File: src/rtl/math_multiply_pkg.sv
// Shared math package: the default operand width (shared with the divider)
// and the state encoding of the sequential multiply-accumulate unit.
package math_multiply_pkg;

  // Default operand width; the product is twice this.
  localparam int unsigned MATH_WIDTH = 32;

  // Control FSM encoding.
  typedef enum logic [1:0] {
    ST_IDLE = 2'd0,
    ST_RUN  = 2'd1,
    ST_FIN  = 2'd2
  } mul_state_e;

  // Counter width able to hold 0..width-1.
  function automatic int unsigned cnt_width(input int unsigned width);
    return (width > 1) ? $clog2(width) : 1;
  endfunction

endpackage : math_multiply_pkg

File: src/rtl/math_multiply_if.sv
// Start/busy/done handshake and operand/result bus of math_multiply.
//   master : requester (drives start and operands, observes result)
//   slave  : the multiply unit
//   start        request, sampled only while the unit is not busy
//   Multiplicand unsigned operand A
//   Multiplier   unsigned operand B
//   Addend       unsigned accumulate term C (zero-extended)
//   product      A*B+C, 2*WIDTH bits
//   busy         high while iterating
//   done         one-cycle pulse when product becomes valid
interface math_multiply_if
  import math_multiply_pkg::*;
#(
  parameter int unsigned WIDTH = MATH_WIDTH
);

  logic                 start;
  logic [WIDTH-1:0]     Multiplicand;
  logic [WIDTH-1:0]     Multiplier;
  logic [WIDTH-1:0]     Addend;
  logic [2*WIDTH-1:0]   product;
  logic                 busy;
  logic                 done;

  modport master (
    output start, Multiplicand, Multiplier, Addend,
    input  product, busy, done
  );

  modport slave (
    input  start, Multiplicand, Multiplier, Addend,
    output product, busy, done
  );

endinterface : math_multiply_if

File: src/rtl/math_mul_step.sv
// One shift-add multiply iteration (purely combinational).
//   acc        running accumulator (2*WIDTH)
//   mcand_sr   multiplicand shift register (2*WIDTH), shifted left each step
//   mplier_sr  multiplier shift register (WIDTH), shifted right each step
//   *_c        next-iteration values
module math_mul_step
  import math_multiply_pkg::*;
#(
  parameter int unsigned WIDTH = MATH_WIDTH
) (
  input  logic [2*WIDTH-1:0] acc,
  input  logic [2*WIDTH-1:0] mcand_sr,
  input  logic [WIDTH-1:0]   mplier_sr,
  output logic [2*WIDTH-1:0] acc_c,
  output logic [2*WIDTH-1:0] mcand_c,
  output logic [WIDTH-1:0]   mplier_c
);

  // Add the aligned multiplicand when the current multiplier bit is set;
  // the result can never exceed 2*WIDTH bits, so the carry out is dropped.
  assign acc_c    = mplier_sr[0] ? (acc + mcand_sr) : acc;
  assign mcand_c  = mcand_sr << 1;
  assign mplier_c = mplier_sr >> 1;

endmodule : math_mul_step

File: src/rtl/math_multiply.sv
// Sequential shift-add multiply-accumulate: product = A*B + C.
// Fixed latency of WIDTH iterations; done pulses for one cycle in the FIN
// state, during which a new start may be accepted back-to-back.
//   CLK    rising-edge clock
//   RST_N  asynchronous active-low reset
//   bus    slave side of math_multiply_if (start/operands in, product/busy/done out)
module math_multiply
  import math_multiply_pkg::*;
#(
  parameter int unsigned WIDTH = MATH_WIDTH
) (
  input  logic           CLK,
  input  logic           RST_N,
  math_multiply_if.slave bus
);

  localparam int unsigned PW = 2 * WIDTH;
  localparam int unsigned CW = cnt_width(WIDTH);
  localparam logic [CW-1:0] LAST_CNT = CW'(WIDTH - 1);

  mul_state_e      state_q,   state_n;
  logic [PW-1:0]   mcand_q,   mcand_n;
  logic [WIDTH-1:0] mplier_q, mplier_n;
  logic [PW-1:0]   acc_q,     acc_n;
  logic [CW-1:0]   count_q,   count_n;
  logic [PW-1:0]   product_q, product_n;
  logic            busy_q,    busy_n;
  logic            done_q,    done_n;

  logic [PW-1:0]    acc_step_c;
  logic [PW-1:0]    mcand_step_c;
  logic [WIDTH-1:0] mplier_step_c;

  // Datapath for one iteration.
  math_mul_step #(
    .WIDTH (WIDTH)
  ) u_step (
    .acc       (acc_q),
    .mcand_sr  (mcand_q),
    .mplier_sr (mplier_q),
    .acc_c     (acc_step_c),
    .mcand_c   (mcand_step_c),
    .mplier_c  (mplier_step_c)
  );

  // State and datapath registers.
  always_ff @(posedge CLK or negedge RST_N) begin
    if (!RST_N) begin
      state_q   <= ST_IDLE;
      mcand_q   <= '0;
      mplier_q  <= '0;
      acc_q     <= '0;
      count_q   <= '0;
      product_q <= '0;
      busy_q    <= 1'b0;
      done_q    <= 1'b0;
    end else begin
      state_q   <= state_n;
      mcand_q   <= mcand_n;
      mplier_q  <= mplier_n;
      acc_q     <= acc_n;
      count_q   <= count_n;
      product_q <= product_n;
      busy_q    <= busy_n;
      done_q    <= done_n;
    end
  end

  // Next-state, datapath update and registered-output decode.
  // busy/done are computed from the next state so they line up with it.
  always_comb begin
    state_n   = state_q;
    mcand_n   = mcand_q;
    mplier_n  = mplier_q;
    acc_n     = acc_q;
    count_n   = count_q;
    product_n = product_q;
    busy_n    = 1'b0;
    done_n    = 1'b0;

    unique case (state_q)
      ST_IDLE, ST_FIN: begin
        if (bus.start) begin
          mcand_n  = {{WIDTH{1'b0}}, bus.Multiplicand};
          mplier_n = bus.Multiplier;
          acc_n    = {{WIDTH{1'b0}}, bus.Addend};
          count_n  = '0;
          state_n  = ST_RUN;
          busy_n   = 1'b1;
        end else begin
          state_n  = ST_IDLE;
        end
      end

      ST_RUN: begin
        acc_n    = acc_step_c;
        mcand_n  = mcand_step_c;
        mplier_n = mplier_step_c;
        count_n  = count_q + CW'(1);
        // Last of exactly WIDTH iterations: publish the final sum.
        if (count_q == LAST_CNT) begin
          state_n   = ST_FIN;
          product_n = acc_step_c;
          done_n    = 1'b1;
        end else begin
          busy_n    = 1'b1;
        end
      end

      default: begin
        state_n = ST_IDLE;
      end
    endcase
  end

  assign bus.product = product_q;
  assign bus.busy    = busy_q;
  assign bus.done    = done_q;

endmodule : math_multiply
File: src/flat_wrapper.sv
// flat-port wrapper written by rule: the top's interface ports become plain ports
module math_multiply_flat import math_multiply_pkg::*;
#(
  parameter int unsigned WIDTH = MATH_WIDTH
)
  (CLK, RST_N, bus_start, bus_Multiplicand, bus_Multiplier, bus_Addend, bus_product, bus_busy, bus_done);
  math_multiply_if #(.WIDTH(WIDTH)) bus_i ();
  input  logic CLK;
  input  logic RST_N;
  input wire logic [$bits(bus_i.start)-1:0] bus_start;
  input wire logic [$bits(bus_i.Multiplicand)-1:0] bus_Multiplicand;
  input wire logic [$bits(bus_i.Multiplier)-1:0] bus_Multiplier;
  input wire logic [$bits(bus_i.Addend)-1:0] bus_Addend;
  output wire logic [$bits(bus_i.product)-1:0] bus_product;
  output wire logic [$bits(bus_i.busy)-1:0] bus_busy;
  output wire logic [$bits(bus_i.done)-1:0] bus_done;
  assign bus_i.start = bus_start;
  assign bus_i.Multiplicand = bus_Multiplicand;
  assign bus_i.Multiplier = bus_Multiplier;
  assign bus_i.Addend = bus_Addend;
  assign bus_product = bus_i.product;
  assign bus_busy = bus_i.busy;
  assign bus_done = bus_i.done;
  math_multiply #(.WIDTH(WIDTH)) u_core (.CLK(CLK), .RST_N(RST_N), .bus(bus_i));
endmodule
File: config.mk
export PLATFORM = sky130hd
export DESIGN_NAME = math_multiply_flat
export DESIGN_NICKNAME = d
export VERILOG_FILES = /design/src/rtl/math_multiply_pkg.sv /design/src/rtl/math_multiply_if.sv /design/src/rtl/math_mul_step.sv /design/src/rtl/math_multiply.sv /design/src/flat_wrapper.sv
export SDC_FILE = /design/constraint.sdc
export NUM_CORES = 1
export LEC_CHECK = 0
export ABC_AREA = 1
export BUFFER_PORTS_ARGS = -buffer_cell sky130_fd_sc_hd__buf_2
export CORE_ASPECT_RATIO = 1.4
export CORE_MARGIN = 4
export CORE_UTILIZATION = 39
export DETAILED_ROUTE_END_ITERATION = 10
export SYNTH_ARGS = -nofsm -noshare
export SYNTH_HDL_FRONTEND = slang
export SYNTH_HIERARCHICAL = 1
export SYNTH_SLANG_ARGS = --single-unit
File: constraint.sdc
create_clock -name CLK -period 3.6 [get_ports CLK]
set_clock_uncertainty 0.1 [all_clocks]
set_input_delay 0.18 -clock CLK [delete_from_list [all_inputs] [get_ports CLK]]
set_output_delay 0.18 -clock CLK [all_outputs]
set_load 0.03 [all_outputs]
* Word-level counts from Yosys, hierarchy flattened *
Index checks and enable logic that the tools add are counted.

word-level totals
  input bits = 99
  memories kept = 0
  register bits after elaboration = 233
  output and inout port bits = 66
  bits in latches = 0
  memory bits (writable) = 0
  logic and storage cells = 37
  ROM bits = 0

cells by class
  muxes and demuxes = 17
  $mul = 0
  bitwise gates (word level) = 0
  equality and inequality tests = 5
  reductions and logical operators = 5
  divide/modulo/power cells = 0
  magnitude comparators = 0
  add/sub/neg operators = 2
  shift operators = 0

operators with widths
  kind                                                   number
  one-hot mux 64 bit (2 select lines)                    2
  two-way mux 64 bit                                     3
  adder 64 bit                                           1
  one-hot mux 32 bit (2 select lines)                    1
  two-way mux 32 bit                                     1
  one-hot mux 5 bit (2 select lines)                     1
  adder 5 x 1 -> 5 bit, second input constant            1
  == test 5 bit, second input constant                   1
  two-way mux 1 bit                                      5
  two-way mux 5 bit                                      1
  one-hot mux 2 bit (2 select lines)                     1
  AND reduction 2 bit                                    2
  == test 2 x 1 -> 1 bit, second input constant          1
  == test 2 bit, second input constant                   1
  logical NOT 2 bit                                      1
  two-way mux 2 bit                                      1
  inequality test 2 x 1 -> 1 bit, second input constant  1
  inequality test 2 bit, second input constant           1
  one-hot mux 1 bit (2 select lines)                     1
  nonzero test 2 bit                                     1
  OR reduction 2 bit                                     1

* Logic depth before layout (Yosys ltp) *
Gate-level depths: netlist of run 1.

  depth after elaboration = 4
  depth in mapped cells = 17

* Hierarchy *
Netlist of run 1, hierarchy kept.

modules (own cells, without submodules)
  module         cells each  area each (um^2)  instances
  math_multiply  1325        10209.8           1
  math_mul_step  1522        7353.3            1

* Worst setup path after synthesis of run 1 *
No wires, ideal clock.

  path kind = reg2reg
  from = register u_core.acc_q[0]
  to = register u_core.acc_q[62]
  required time = 3417 ps
  setup time = 83 ps
  stages on the path, launching flop included = 18
  clock period less this slack = 2239 ps
  arrival time = 2057 ps
  buffers on the path = 0
  setup slack = 1361 ps
  cell sequence = dfrtp_1 -> ha_1 -> fa_1 -> nand3_1 -> nand3_2 -> nand2_1 -> nand2_2 -> nand2_1 -> nand2_1 -> nand2_1 -> nand2_2 -> nand2_1 -> nand2_1 -> nand2_1 -> nand3_1 -> nand2_1 -> inv_1 -> o22ai_1

between the ends
  word-level cells in the longest chain between the ends = 3

RTL lines
  item                                 RTL line             text
  from (decl)                          math_multiply.sv:24  logic [PW-1:0] acc_q, acc_n;
  from (signal assigned)               math_multiply.sv:61  acc_q <= acc_n;
  adder 64 bit                         math_mul_step.sv:21  assign acc_c = mplier_sr[0] ? (acc + mcand_sr) : acc;
  two-way mux 64 bit                   math_mul_step.sv:21
  named net u_core.acc_step_c[62]      math_multiply.sv:30  logic [PW-1:0] acc_step_c;
  one-hot mux 64 bit (2 select lines)  math_multiply.sv:81  unique case (state_q)

The timed path passes the listed nets, and every way through them passes these cells.
A chain may end at the register's enable or synchronous reset.

* Worst setup path after layout of run 1 *
  from = register u_core.acc_q[0]
  to = register u_core.acc_q[56]

The elaborated chain is that of the path after synthesis.

==> results of run 1 <==
## through the flow
stage          utilization (%)  total power [mW]
2_1_floorplan                -             15.14
3_3_place_gp             41.18             18.13
3_5_place_dp             41.18             18.29
4_1_cts                  45.40             21.34
5_1_grt                  45.40             23.26
6_report                 45.40             21.09
## per-layer routing
metal	global-route usage [%]	share of wire (%)
met1	25.97	41
met2	41.59	51
met3	2.125	3.3
met4	8.898	4.2
met5	0	0
## report_power, final
group	leakage [nW]	internal, mW	switching [mW]
Sequential	2.82	3.90	0.885
Clock	0.443	1.66	1.17
Combinational	8.73	4.35	9.12
## how the worst min path moves through the flow
stage          slack [ns]             endpoint  cells after the start  start
2_1_floorplan       -0.22      u_core/acc_q[0]                      0  RST_N
3_3_place_gp         0.09   u_core/mplier_q[8]                      1  RST_N
3_5_place_dp          0.1   u_core/mplier_q[8]                      1  RST_N
4_1_cts              0.12  u_core/mplier_q[17]                      2  RST_N
5_1_grt              0.14   u_core/mplier_q[8]                      2  RST_N
6_report              0.1   u_core/mplier_q[8]                      2  RST_N
## cells by family after synthesis
kind of cell             after synthesis
buffers and inverters                716
adder cells (fa/ha/maj)               66
flip-flops                           233
XOR/XNOR                              28
AND/OR/NAND/NOR                     1658
other                                  1
AO/OA/AOI/OAI                        145
## synthesized netlist by cell type (all sizes together) (3+ instances only)
cell type | count | share of area (%)
nor3 | 15 | 0.70
inv | 539 | 12
nand3 | 151 | 4.6
nand2 | 1345 | 29
clkbuf | 34 | 0.73
o21ai | 67 | 1.9
xnor2 | 26 | 1.3
nand3b | 9 | 0.38
nor2 | 120 | 3.1
buf | 140 | 5.3
ha | 65 | 4.6
dfrtp | 233 | 33
o22ai | 32 | 1.1
or2 | 3 | 0.11
nand4 | 12 | 0.43
a21oi | 44 | 1.3
clkinv | 3 | 0.064
## final cells by class
type | instances | area (um^2)
fill | 4708 | 24180
multi-input combinational | 1899 | 8665
sequential | 233 | 5831
inverter | 542 | 2036
timing repair buffer | 275 | 1982
clock buffer | 33 | 738.2
tap | 558 | 698.2
clock inverter | 14 | 157.7
## what timing repair did
item                                   4_1_cts  5_1_grt
endpoints found under the hold margin      163        0
gates resized for setup                      0        0
hold buffers                                97        0
## sequential cells by signal, indices dropped and copies added (netlist names)
register	flops
u_core/mplier_q	32
u_core/bus.done	1
u_core/acc_q	64
u_core/state_q	2
u_core/mcand_q	64
u_core/count_q	5
u_core/bus.busy	1
u_core/bus.product	64
==> flow_metrics.env, run 1 <==
export IMPL_outcome="complete, no violations"
export IMPL_finalHoldViolations=0
export IMPL_post_place_ws_ns=0.7052
export IMPL_placed_area_mm2=0.01824
export IMPL_drtIter0Drc=919
export IMPL_critPathKind="reg -> reg"
export IMPL_placed_cells=3410
export IMPL_path_clk_slew_ns=0.06
export IMPL_dieArea_mm2=0.04854
export IMPL_async_reset_ff_share_pct=100.0
export IMPL_htree_num_levels=1
export IMPL_grt_usage_pct=22.20
export IMPL_netlist_instances=2847
export IMPL_yosys_warnings=6
export IMPL_ys_ff_latch=233
export IMPL_synth_area_mm2=0.01756
export IMPL_drc=0
export IMPL_cp_num_buf_inv=1
export IMPL_period_needed_ns=2.915
export IMPL_crit_required_ns=3.94
export IMPL_grt_pass1_vias=16500
export IMPL_irDropWorstVdd_uv=649.2
export IMPL_path_depth=15
export IMPL_tightest_slew_ns=1.195
export IMPL_root_buffer="clkbuf_16"
export IMPL_cpMostUsedCell="nand2_1"
export IMPL_cp_endpoint="u_core/acc_q[56]"
export IMPL_grt_pass1_wl_mm=87.13
export IMPL_clockBufferDepth=3
export IMPL_area_growth_pct=14.48
export IMPL_leakage_nw=12.00
export IMPL_synth_simple_gate_area_share_pct=38.62
export IMPL_hold_class="in -> async"
export IMPL_post_cts_buffers=0
export IMPL_synthMuxAreaShare_pct=0
export IMPL_r2r_slack_ns=0.69
export IMPL_cts_tree="yes"
export IMPL_dp_hpwl_mm=40.70
export IMPL_layout_drive_gt1_share_pct=10.65
export IMPL_setup_tns_ns=0
export IMPL_routed_via_count=16520
export IMPL_syn_area_per_cell_um2=6.169
export IMPL_initial_core_util_pct=39.65
export IMPL_diodes=0
export IMPL_vias_per_cell=4.649
export IMPL_core_area_mm2=0.04429
export IMPL_rsz0062_at_grt="no"
export IMPL_fin_area_mm2=0.02011
export IMPL_power_density_mw_per_mm2=1049
export IMPL_r2r_start="u_core/acc_q[0]"
export IMPL_synth_compound_area_share_pct=4.388
export IMPL_ys_flop_type="dfrtp_1"
export IMPL_finalWorstSetupSlack_ns=0.6852
export IMPL_fmaxAchievable_ghz=0.3431
export IMPL_r2r_end="u_core/acc_q[56]"
export IMPL_hold_ws_ns=0.09620
export IMPL_slew_viol_final=0
export IMPL_gp_congestion=1.010
export IMPL_synth_seq_area_share_pct=33.20
export IMPL_ant_nets=0
export IMPL_cap_violations=0
export IMPL_die_h_um=259.1
export IMPL_die_x_um=187.4
export IMPL_stdcell_count=3554
export IMPL_rows=91
export IMPL_wl_mm=54.58
export IMPL_wire_per_inst_um=15.36
export IMPL_slew_headroom_pct=20.30
export IMPL_grt_overflow=0
export IMPL_io_pins=165
export IMPL_worstSetupStartpointType="register"
export IMPL_finalNetCount=3142
export IMPL_end_kind="register"
export IMPL_finalSetupViolCount=0
export IMPL_critPathMaxStageDelay_ns=0.43
export IMPL_cp_top_family="simple AND/OR/NAND/NOR gates"
export IMPL_critical_path_max_fanout=5
export IMPL_synth_top_family_by_area="simple AND/OR/NAND/NOR gates"
export IMPL_fin_crit_sh_pct=80.97
export IMPL_synth_xor_area_share_pct=1.396
export IMPL_grt_max_degree=106
export IMPL_r2r_cells=15
export IMPL_insertion_delay_ns=0.56
export IMPL_synth_edf_count=0
export IMPL_crit_start="u_core/acc_q[0]"
export IMPL_antenna_found_initial=0
export IMPL_layout_common_cells="1315 x nand2_1, 526 x inv_1, 233 x dfrtp_1"
export IMPL_cts_buffers=26
export IMPL_io_buffers=164
export IMPL_slowest_stage="fa_1"
export IMPL_synth_adder_area_share_pct=4.745
export IMPL_cp_arrival_ns=3.25
export IMPL_detail_route_first_pass_iterations=5
export IMPL_final_common_cell="nand2_1"
export IMPL_crit_chain="ha_1 > fa_1 > nand3_1 > nand3_2 > nand2_1 > nand2_1 > nand3_1 > nand3_2 > nand2_1 > nand2_1 > nand2_1 > nand3_1 > nand2_1 > inv_1 > o22ai_1"
export IMPL_clock_sink_count=233
export IMPL_synth_cell_types=33
(Power assumes the default switching activity.)
==> run 2, diff against run 1 <==
Settings changed: ABC_AREA 1 to 0.
Clock period 3.6 ns to 2.8 ns, I/O delays scaled along.
==> flow_metrics.env, run 2 <==
export IMPL_core_area_mm2=0.03666
export IMPL_netlist_top_cell_by_area="dfrtp_1"
export IMPL_grt_overflow=0
export IMPL_hold_class="in -> async"
export IMPL_io_buffers=164
export IMPL_cts_tree="yes"
export IMPL_finalNetCount=2099
export IMPL_routed_via_count=13130
export IMPL_root_buffer="clkbuf_16"
export IMPL_ys_flop_type="dfrtp_1"
export IMPL_yosysMostFrequentCell="dfrtp_1"
export IMPL_critPathKind="reg -> reg"
export IMPL_clock_sink_count=233
export IMPL_placed_cells=2241
export IMPL_synth_top_cells_by_area="dfrtp_1 40%, ha_1 5.6%, mux2_2 5.6%"
export IMPL_die_h_um=235.8
export IMPL_io_pins=165
export IMPL_fin_crit_sh_pct=123.6
export IMPL_ant_nets=0
export IMPL_fillers=3127
export IMPL_area_growth_pct=43.26
export IMPL_end_kind="register"
export IMPL_detail_route_first_pass_iterations=5
export IMPL_dieArea_mm2=0.04026
export IMPL_wire_per_inst_um=18.40
export IMPL_slew_headroom_pct=55.07
export IMPL_layout_drive_gt1_share_pct=41.97
export IMPL_vias_per_cell=5.435
export IMPL_syn_area_per_cell_um2=9.613
export IMPL_rows=83
export IMPL_slew_viol_final=0
export IMPL_grt_max_degree=135
export IMPL_path_clk_slew_ns=0.06
export IMPL_wl_mm=44.46
export IMPL_yosys_warnings=6
export IMPL_r2r_slack_ns=-0.66
export IMPL_async_reset_ff_share_pct=100.0
export IMPL_die_x_um=170.7
export IMPL_drtIter0Drc=689
export IMPL_initial_core_util_pct=39.44
export IMPL_r2r_start="u_core/mcand_q[8]"
export IMPL_cts_buffers=25
export IMPL_finalWorstSetupSlack_ns=-0.6600
export IMPL_cp_arrival_ns=3.78
export IMPL_synth_commonest_cells="233 x dfrtp_1, 154 x nand2_1, 96 x buf_4, 96 x nor2_1, 74 x a21oi_1"
export IMPL_gp_congestion=0.8943
export IMPL_netlist_instances=1504
export IMPL_crit_required_ns=3.12
export IMPL_synth_seq_area_share_pct=40.33
export IMPL_violations="setup timing"
export IMPL_ys_ff_latch=233
export IMPL_insertion_delay_ns=0.54
export IMPL_period_needed_ns=3.460
export IMPL_synth_cell_types=72
export IMPL_synth_area_mm2=0.01446
export IMPL_antenna_found_initial=0
export IMPL_hold_ws_ns=0.1149
export IMPL_htree_num_levels=1
export IMPL_critical_path_max_fanout=5
export IMPL_grt_pass1_wl_mm=71.30
export IMPL_crit_start="u_core/mcand_q[8]"
export IMPL_fmaxAchievable_ghz=0.2890
export IMPL_outcome="finished, violations left"
export IMPL_rsz0062_at_grt="yes"
export IMPL_final_common_cell="buf_4"
export IMPL_layout_common_cells="294 x buf_4, 230 x dfrtp_1, 163 x buf_2"
export IMPL_worstSetupStartpointType="register"
export IMPL_tightest_slew_ns=0.6740
export IMPL_clockBufferDepth=3
export IMPL_synth_edf_count=0
export IMPL_dp_hpwl_mm=30.57
export IMPL_yosys_area_top_type_share_pct=40.33
export IMPL_drc=0
export IMPL_grt_usage_pct=21.50
export IMPL_cp_endpoint="u_core/bus.product[31]"
export IMPL_stdcell_count=2416
export IMPL_diodes=0
export IMPL_finalSetupViolCount=88
export IMPL_r2r_cells=14
export IMPL_grt_pass1_vias=13610
export IMPL_finalHoldViolations=0
export IMPL_r2r_end="u_core/bus.product[31]"
export IMPL_cap_violations=0
## run 2: cell types whose count changed after synthesis, moves of 29 or more
cell     before  now
a22oi_1       0   37
mux2_2        0   72
inv_1       527   15
a31oi_1       0   38
nand2_1    1316  154
a22o_1        0   66
a21o_1        0   38
nand3_1     141   53
nor3_1        8   41
a21oi_1      44   74
mux2_4        0   30
nand2_2      29    0
## run 2: area by class of cell
class / instances / area, um^2 / share of cell area, %
clock inverters: 8 / 147.6 / 0.7128
repair buffers: 591 / 4499 / 21.72
well taps: 467 / 584.3 / 2.821
inverters: 16 / 60.06 / 0.2900
flip-flops and latches: 233 / 5834 / 28.17
multi-input cells: 1067 / 8877 / 42.86
clock buffers: 34 / 709.4 / 3.425
## run 2: cells by family after synthesis
group | Yosys count | synth area share [%]
compound gates | 409 | 19.37
xor+xnor | 51 | 3.090
simple gates | 426 | 13.59
fa+ha+maj | 66 | 5.764
flops | 233 | 40.33
buf+inv | 205 | 8.282
mux | 113 | 9.554
other cells | 1 | 0.02594
## run 2: repair_timing
item / CTS / global route
setup endpoints to repair: 106 / 108
gates resized for setup: 198 / 88
pin swaps: 94 / 96
endpoints found under the hold margin: 174 / 0
hold buffers: 99 / 0
setup buffers: 29 / 25
## run 2: layer usage
layer,share of wire [%],vias up,wire (um),GRT usage (%)
met5,0,-,0,0
met1,40,6442,17640,26.13
met4,3.9,0,1750,8.329
li1,-,6236,-,-
met2,52,352,23230,38.35
met3,4.1,102,1833,2.733
## run 2: worst max-delay path: stages (launching register included)
cell	delay, ns
dfrtp_1	0.41
ha_4	0.27
buf_6	0.13
a21oi_2	0.14
o21ai_2	0.09
nor3_2	0.23
o21ai_2	0.10
or4_4	0.51
a221o_2	0.44
buf_6	0.14
nand3_2	0.05
o21ai_2	0.05
xor2_1	0.13
mux2_4	0.27
mux2_4	0.27
## run 2: stage by stage
stage | util (%) | setup WS [ns] | setup TNS, ns | instance area, um^2
finish | 56.50 | -0.6600 | -32.04 | 20710
global route | 56.50 | -0.7709 | -43.22 | 20710
CTS | 54.96 | -0.7217 | -33.60 | 20150
detailed placement | 46.88 | -0.7813 | -50.96 | 17180
global placement | 46.88 | -0.7451 | -47.41 | 17180
floorplan | - | -0.5139 | -16.62 | 14550
## run 2: worst min path at each step
stage	startpoint	end	slack [ns]
finish	RST_N	u_core/bus.product[40]	0.11
global route	RST_N	u_core/bus.product[38]	0.16
CTS	RST_N	u_core/bus.product[40]	0.13
detailed placement	RST_N	u_core/bus.product[40]	0.09
global placement	RST_N	u_core/bus.product[40]	0.08
floorplan	RST_N	u_core/acc_q[0]	-0.26
Power of run 2 is not shown: default switching activity piles up to over one toggle a cycle in this logic, so the estimate is an artifact.
==> run 3, diff against run 2 <==
Settings changed: CORE_MARGIN 4 to default.
==> flow_metrics.env, run 3 (synthesis gave the netlist of run 2 again) <==
export IMPL_outcome="finished, violations left"
export IMPL_violations="setup timing"
export IMPL_drc=0
export IMPL_crit_chain="ha_1 > a21o_1 > nand4_1 > a2111o_1 > a211oi_4 > o21ai_2 > a31oi_1 > buf_4 > a211oi_4 > nor3_2 > buf_4 > a211o_1 > nand3_2 > mux2_4"
export IMPL_grt_pass1_wl_mm=68.17
export IMPL_io_pins=165
export IMPL_cp_arrival_ns=3.82
export IMPL_dp_hpwl_mm=29.83
export IMPL_core_area_mm2=0.03656
export IMPL_fillers=3191
export IMPL_wire_per_inst_um=17.96
export IMPL_htree_num_levels=1
export IMPL_root_buffer="clkbuf_16"
export IMPL_slew_headroom_pct=39.63
export IMPL_gp_congestion=0.9163
export IMPL_multi_input_area_mm2=0.008529
export IMPL_initial_core_util_pct=39.55
export IMPL_end_kind="register"
export IMPL_wl_mm=43.15
export IMPL_die_x_um=164.7
export IMPL_finalSetupViolCount=98
export IMPL_crit_required_ns=3.13
export IMPL_final_common_cell="buf_4"
export IMPL_placed_cells=2244
export IMPL_layout_drive_gt1_share_pct=39.63
export IMPL_finish_utilization_pct=54.98
export IMPL_rsz0062_at_grt="yes"
export IMPL_vias_per_cell=5.430
export IMPL_path_clk_slew_ns=0.06
export IMPL_area_growth_pct=39.00
export IMPL_die_h_um=229.8
export IMPL_grt_max_degree=75
export IMPL_dieArea_mm2=0.03786
export IMPL_finalWorstSetupSlack_ns=-0.6869
export IMPL_slew_viol_final=0
export IMPL_tightest_slew_ns=0.9055
export IMPL_slowest_stage="a2111o_1"
export IMPL_finalNetCount=2084
export IMPL_seq_area_mm2=0.005832
export IMPL_rows=83
export IMPL_io_buffers=164
export IMPL_detail_route_first_pass_iterations=5
export IMPL_insertion_delay_ns=0.55
export IMPL_cap_violations=0
export IMPL_clockBufferDepth=3
export IMPL_grt_pass1_vias=13450
export IMPL_period_needed_ns=3.487
export IMPL_clock_sink_count=233
export IMPL_grt_usage_pct=22.64
export IMPL_cts_tree="yes"
export IMPL_worstSetupStartpointType="register"
export IMPL_cts_buffers=25
export IMPL_routed_via_count=13050
export IMPL_fin_crit_sh_pct=124.5
export IMPL_critPathKind="reg -> reg"
export IMPL_critical_path_max_fanout=4
export IMPL_grt_overflow=0
export IMPL_layout_common_cells="296 x buf_4, 232 x dfrtp_1, 163 x buf_2"
export IMPL_hold_class="in -> async"
export IMPL_finalHoldViolations=0
export IMPL_drtIter0Drc=684
export IMPL_stdcell_count=2403
export IMPL_fmaxAchievable_ghz=0.2868
export IMPL_setup_tns_ns=-36.38
export IMPL_critPathMaxStageDelay_ns=0.48
export IMPL_ant_nets=0
export IMPL_antenna_found_initial=3
## run 3: changes by cell type in the layout (fill, tap and decap cells not counted), moves of 3 or more
cell       change
a21oi_1        +3
a22oi_1        +7
buf_6         -13
xnor2_2        -4
a22oi_2        -7
xnor2_1        +5
o21bai_4       -3
diode_2        +3
mux2_2        +17
o21bai_1       +3
bufinv_16      -3
mux2_4        -19
clkbuf_1       +3
## run 3: cell type report
cell class / count / share of cell area, %
antenna: 3 / 0.03736
clock buffer: 37 / 3.586
clock inverter: 4 / 0.2739
inverter: 16 / 0.2988
multi-input combinational: 1067 / 42.44
sequential: 233 / 29.02
tap: 467 / 2.907
timing repair buffer: 576 / 21.44
## run 3: routing by layer
metal / vias up / routed length, um / track usage [%]
li1: 6225 / - / -
met1: 6359 / 17300 / 26.19
met2: 351 / 22430 / 40.72
met3: 112 / 1553 / 2.597
met4: 2 / 1855 / 11.04
met5: - / 13 / 0
## run 3: metrics by stage
step / worst slack [ns] / instance area, um^2 / hold slack [ns]
final: -0.6869 / 20100 / 0.08517
after floorplan: -0.5139 / 14550 / -0.2556
after global placement: -0.8127 / 17170 / 0.06161
after detailed placement: -0.8856 / 17170 / 0.06738
after global routing: -0.7991 / 20090 / 0.1204
after CTS: -0.7230 / 19460 / 0.09381
## run 3: repair_timing
action / in CTS / in global routing
pin swaps: 39 / 56
resized for setup: 98 / 109
endpoints found under the hold margin: 263 / 0
endpoints found under the setup margin: 107 / 106
hold buffers: 97 / 0
setup buffers: 13 / 14
## run 3: path summary, 6_finish.rpt
kind	from	endpoint	slack, ns	depth (start not counted)
worst min register to register	u_core/count_q[3]	u_core/count_q[3]	0.39	1
worst max register to register	u_core/mcand_q[2]	u_core/bus.product[60]	-0.69	14
max in group asynchronous	RST_N	u_core/mplier_q[17]	1.77	3
min in group CLK	bus_start	u_core/state_q[0]	0.09	3
worst max-delay path	u_core/mcand_q[2]	u_core/bus.product[60]	-0.69	14
worst min-delay path	RST_N	u_core/bus.product[40]	0.09	2
## run 3: critical path: cells and delay by family, from the launching register on
kind	cells	cell delay [ns]
DFF	1	0.39
buffers and inverters	2	0.33
muxes	1	0.27
adders and majority gates	1	0.36
AOI/OAI and AO/OA	7	1.47
and+or+nand+nor	3	0.43
Power of run 3 is left out for the same reason.
